### src/rtl/sweep_sync_controller.sv
`default_nettype none
// +--------------------------------------------------------------------------+
// | sweep_sync_controller: collects per-column sweep-done flags and releases |
// | the next time step with one start pulse. Watchdog: SWEEP_TIMEOUT_EN.     |
// | Revision 1.0                                                             |
// +--------------------------------------------------------------------------+
module sweep_sync_controller #(
  parameter int NUM_COLS       = 16,
  parameter int ITER_BITS      = 16,
  parameter int GUARD          = 8,
  parameter int TIMEOUT_CYCLES = 65535
) (
  input  logic                 clk,
  input  logic                 reset,
  input  logic                 run,
  input  logic [ITER_BITS-1:0] max_iter,
  input  logic [NUM_COLS-1:0]  col_flag,
  output logic                 start,
  output logic [ITER_BITS-1:0] iter_count,
  output logic [NUM_COLS-1:0]  pending,
  output logic                 busy,
  output logic                 done,
  output logic                 timeout
);

  localparam int GW = (GUARD > 1) ? $clog2(GUARD) : 1;
  localparam logic [GW-1:0] GUARD_LOAD = GW'(GUARD - 1);

  typedef enum logic [2:0] {
    S_IDLE    = 3'd0,
    S_COLLECT = 3'd1,
    S_READY   = 3'd2,
    S_PULSE   = 3'd3,
    S_GUARD   = 3'd4,
    S_HALT    = 3'd5
  } state_t;

  state_t                state;
  logic [NUM_COLS-1:0]   flag_q;
  logic [NUM_COLS-1:0]   done_bits;
  logic [NUM_COLS-1:0]   all_bits;
  logic [GW-1:0]         guard_cnt;
  logic [ITER_BITS-1:0]  iter_next;
  logic                  limit_hit;
  logic                  wd_trip;

  // Flags pass through one register stage, giving the two-cycle release latency.
  assign all_bits  = done_bits | flag_q;
  assign iter_next = iter_count + 1'b1;
  assign limit_hit = (max_iter != '0) && (iter_next == max_iter);
  assign pending   = ~done_bits;

`ifdef SWEEP_TIMEOUT_EN
  localparam int WW = $clog2(TIMEOUT_CYCLES + 1);
  localparam logic [WW-1:0] WD_LIMIT = WW'(TIMEOUT_CYCLES);

  logic [WW-1:0] wd_cnt;
  logic [WW-1:0] wd_next;
  logic          timeout_q;

  assign wd_next = wd_cnt + 1'b1;
  assign wd_trip = (state == S_COLLECT) && !(&all_bits) && (wd_next == WD_LIMIT);
  assign timeout = timeout_q;

  // Counter is held at zero outside COLLECT, so it restarts on every entry.
  always_ff @(posedge clk or negedge reset) begin
    if (!reset) begin
      wd_cnt    <= '0;
      timeout_q <= 1'b0;
    end else begin
      wd_cnt <= (state == S_COLLECT) ? wd_next : '0;
      if (wd_trip)
        timeout_q <= 1'b1;
    end
  end
`else
  assign wd_trip = 1'b0;
  assign timeout = 1'b0;
`endif

  always_ff @(posedge clk or negedge reset) begin
    if (!reset) begin
      state      <= S_IDLE;
      start      <= 1'b0;
      busy       <= 1'b0;
      done       <= 1'b0;
      iter_count <= '0;
      done_bits  <= '0;
      flag_q     <= '0;
      guard_cnt  <= '0;
    end else begin
      flag_q <= col_flag;
      start  <= 1'b0;
      case (state)
        S_IDLE: begin
          if (run) begin
            state <= S_COLLECT;
            busy  <= 1'b1;
          end
        end
        S_COLLECT: begin
          done_bits <= all_bits;
          if (&all_bits) begin
            iter_count <= iter_next;
            if (limit_hit) begin
              state <= S_HALT;
              busy  <= 1'b0;
              done  <= 1'b1;
            end else if (run) begin
              state <= S_PULSE;
              start <= 1'b1;
            end else begin
              state <= S_READY;
              busy  <= 1'b0;
            end
          end else if (wd_trip) begin
            state <= S_HALT;
            busy  <= 1'b0;
            done  <= 1'b1;
          end
        end
        S_READY: begin
          if (run) begin
            state <= S_PULSE;
            start <= 1'b1;
            busy  <= 1'b1;
          end
        end
        S_PULSE: begin
          done_bits <= '0;
          guard_cnt <= GUARD_LOAD;
          state     <= S_GUARD;
        end
        S_GUARD: begin
          if (guard_cnt == '0)
            state <= S_COLLECT;
          else
            guard_cnt <= guard_cnt - 1'b1;
        end
        S_HALT: begin
          if (!run) begin
            state <= S_READY;
            done  <= 1'b0;
          end
        end
        default: begin
          state <= S_IDLE;
          busy  <= 1'b0;
          done  <= 1'b0;
        end
      endcase
    end
  end

endmodule
`default_nettype wire

### config.mk
export PLATFORM = sky130hd
export DESIGN_NAME = sweep_sync_controller
export DESIGN_NICKNAME = d
export VERILOG_FILES = /design/src/rtl/sweep_sync_controller.sv
export SDC_FILE = /design/constraint.sdc
export NUM_CORES = 1
export LEC_CHECK = 0
export CAP_MARGIN = 15
export CELL_PAD_IN_SITES_DETAIL_PLACEMENT = 0
export CELL_PAD_IN_SITES_GLOBAL_PLACEMENT = 1
export CORE_MARGIN = 2
export CORE_UTILIZATION = 40
export CTS_CLUSTER_SIZE = 40
export DETAILED_ROUTE_END_ITERATION = 12
export PLACE_DENSITY = 0.87
export SYNTH_ARGS = -nofsm -noshare
export SYNTH_HDL_FRONTEND = slang
export SYNTH_SLANG_ARGS = --single-unit
### constraint.sdc
create_clock -name clk -period 5.8 [get_ports clk]
set_input_delay 0.58 -clock clk [delete_from_list [all_inputs] [get_ports clk]]
set_output_delay 0.58 -clock clk [all_outputs]
set_load 0.1 [all_outputs]
==> flow_summary.json <==
{
  "outcome": "completed",
  "ant_nets": 0,
  "max_freq_ghz": 0.374,
  "drc": 0,
  "end_kind": "output port",
  "worst_slew_margin_rel": 0.324,
  "final_nets": 409,
  "syn_area_um2": 2870,
  "post-synth-top-area-cell": "dfrtp_1",
  "synth_edf_count": 0,
  "antenna_found_initial": 0,
  "ys_types": 47,
  "crit_required_ns": 5.22,
  "clkPwrFrac": 0.216,
  "wl_per_cell_um": 14.5,
  "p_switching_w": 0.000926,
  "area_growth_pct": 34.9,
  "critPathKind": "reg -> out",
  "post-place-ws_ns": 3.04,
  "syn_inst": 298,
  "dp_cells": 456,
  "hpwl_um": 4980,
  "drt_iter0_markers": 91,
  "powerDensity_nw_per_um2": 490,
  "yosys-top-cells-count": "57 x dfrtp_1, 37 x nor2_1, 25 x a21oi_1, 25 x inv_1, 19 x xor2_1",
  "seq_area_frac_synth": 0.497,
  "cts_tree": "done",
  "fp.dieH_um": 88.7,
  "die_w_um": 88.7,
  "place_congestion": 0.896,
  "core_area_um2": 6870,
  "path_clk_slew_ns": 0.07,
  "ys_ff_latch": 57,
  "crit_path_cell_trace": "clkdlybuf4s50_1",
  "instances_no_fill": 472,
  "row_count": 30,
  "fin_util": 0.564,
  "final_layout_size_suffix_gt1_frac": 0.0771,
  "path_delay_family": "buffers and inverters",
  "fin_crit_sh": 0.461,
  "rsz0062_at_grt": "no",
  "yosysMostFrequentCell": "dfrtp_1",
  "hp-class": "in -> async",
  "grt_pass1_vias": 2315,
  "setup_tns_ns": 0,
  "cts_hold_buffers": 0,
  "drv_cap": 0,
  "postCtsResizedCells": 0,
  "crit_arrival_ns": 2.09,
  "power.internal_w": 0.000973,
  "io_buffers": 69,
  "cts_root_buffer": "clkbuf_8",
  "finalClockSkew_ns": 0.0111,
  "overflow": 0,
  "combPwrFrac": 0.482,
  "multi_input_comb_area_um2": 1310,
  "p_sw_frac": 0.488,
  "startpoint_type": "flop",
  "io_pins": 71,
  "grtUsageTotal": 0.186,
  "worst-path-buf-inv": 1,
  "numCtsBuffers": 9,
  "synth_top_cell_area_share": 0.497,
  "yosys_warnings": 0,
  "htreeDepth": 3,
  "start_util": 0.418,
  "power_frac_seq": 0.302,
  "nFillCells": 630,
  "crit_fanout": 9,
  "syn-num-nets": 336,
  "setup_ws_ns": 3.13,
  "finalWirelength_um": 6830,
  "cts_sinks": 57,
  "drt-pass1-iter-count": 4,
  "grt_pass1_wl_um": 11300,
  "max-vdd-ir-drop_v": 0.000319,
  "worst_pin_slew_ns": 1.01,
  "cpPeakStageDelay_ns": 1.20,
  "synth.avg_cell_area_um2": 9.64,
  "grt_max_degree": 58,
  "synth.area.top_cells": "dfrtp_1 50%, xor2_1 5.8%, nor2_1 4.8%, a21oi_1 4.4%, xnor2_1 4.3%",
  "async_flop_share": 1.00,
  "slowest_stage": "clkdlybuf4s50_1",
  "cts_buffer_depth": 2,
  "num_antenna_cells": 0,
  "via_per_inst": 5.14,
  "finalHoldViolCount": 0,
  "clk_latency_ns": 0.33,
  "synth_top_flop_cell": "dfrtp_1",
  "die-area_um2": 7880,
  "post-route-min-period_ns": 2.67,
  "setup_viol_count_final": 0,
  "seqCellArea_um2": 1430,
  "vias": 2428,
  "post-cts-setup-buffers": 0,
  "leakagePower_nw": 1.67,
  "final_max_slew_viol_count": 0
}
## worst reg2reg max path: cells and delay by family (launching register included)
family / cells / cell delay [ns]
simple gates: 4 / 1.72
flops: 1 / 0.37
compound gates: 1 / 0.09
xor+xnor: 1 / 0.15
## state kept, by name, indices dropped and copies added (netlist names)
| register | flops |
|---|---|
| busy | 1 |
| done | 1 |
| done_bits | 16 |
| flag_q | 16 |
| guard_cnt | 3 |
| iter_count | 16 |
| start | 1 |
| state | 3 |
## placed cells by master, fill, tap and decap left out, types with 4 or more instances in the layout
master            n
xor2_1           19
clkbuf_8          9
nand4_1           4
xnor2_1          14
a21oi_1          25
o21ai_0           6
nor3_1           11
inv_1            25
nand2b_1          4
nor2_1           37
nand3_1           6
clkdlybuf4s50_1  68
nor4_1            7
nand2_1          11
o22ai_1          13
nor2b_1           4
dfrtp_1          57
## power groups by stage
stage          Clock, W  Combinational, W  Sequential [W]
2_1_floorplan         0          0.000602        0.000651
4_1_cts        0.000415          0.000922        0.000573
6_report       0.000410          0.000916        0.000574
3_5_place_dp          0          0.000919        0.000580
3_3_place_gp          0          0.000908        0.000577
5_1_grt        0.000435          0.000972        0.000589
## layout make-up
class                   count  share of cell area
flip-flops and latches     57               0.368
multi-input cells         205               0.337
repair buffers             72               0.183
clock buffers               9              0.0320
well taps                  96              0.0310
inverters                  26              0.0252
clock inverters             7              0.0242
## logic make-up after synthesis
group                    share of synthesized area
AND/OR/NAND/NOR                              0.181
multiplexers                                0.0144
adder cells (fa/ha/maj)                     0.0131
flip-flops                                   0.497
AO/OA/AOI/OAI                                0.144
XOR/XNOR                                     0.101
buffers and inverters                       0.0492
other                                      0.00131
## per-stage QoR
stage               hold WS, ns  area, µm²  total power (W)
floorplan                 0.284       2870          0.00125
global placement          0.470       3650          0.00149
detailed placement        0.483       3660          0.00150
CTS                       0.412       3870          0.00191
global route              0.448       3870          0.00200
finish                    0.382       3870          0.00190
## layer usage
layer  track usage  up-vias  share of wire  routed length (µm)
li1              -     1191              -                   -
met1         0.266     1146           0.47                3230
met2         0.279       81           0.45                3070
met3        0.0382       10          0.065                 443
met4        0.0661        0          0.014                  94
met5             0        -              0                   0
## path summary, 6_finish.rpt
kind                                from             end  slack, ns  cells after the start
max                        iter_count[2]   iter_count[2]       3.13                      1
min                                reset  iter_count[11]       0.38                      2
max reg2reg                 done_bits[4]  iter_count[15]       3.35                      6
min reg2reg                 guard_cnt[0]    guard_cnt[0]       0.49                      1
max in group asynchronous          reset      flag_q[14]       4.93                      2
min in group clk            guard_cnt[0]    guard_cnt[0]       0.49                      1
(Power assumes the default switching activity.)
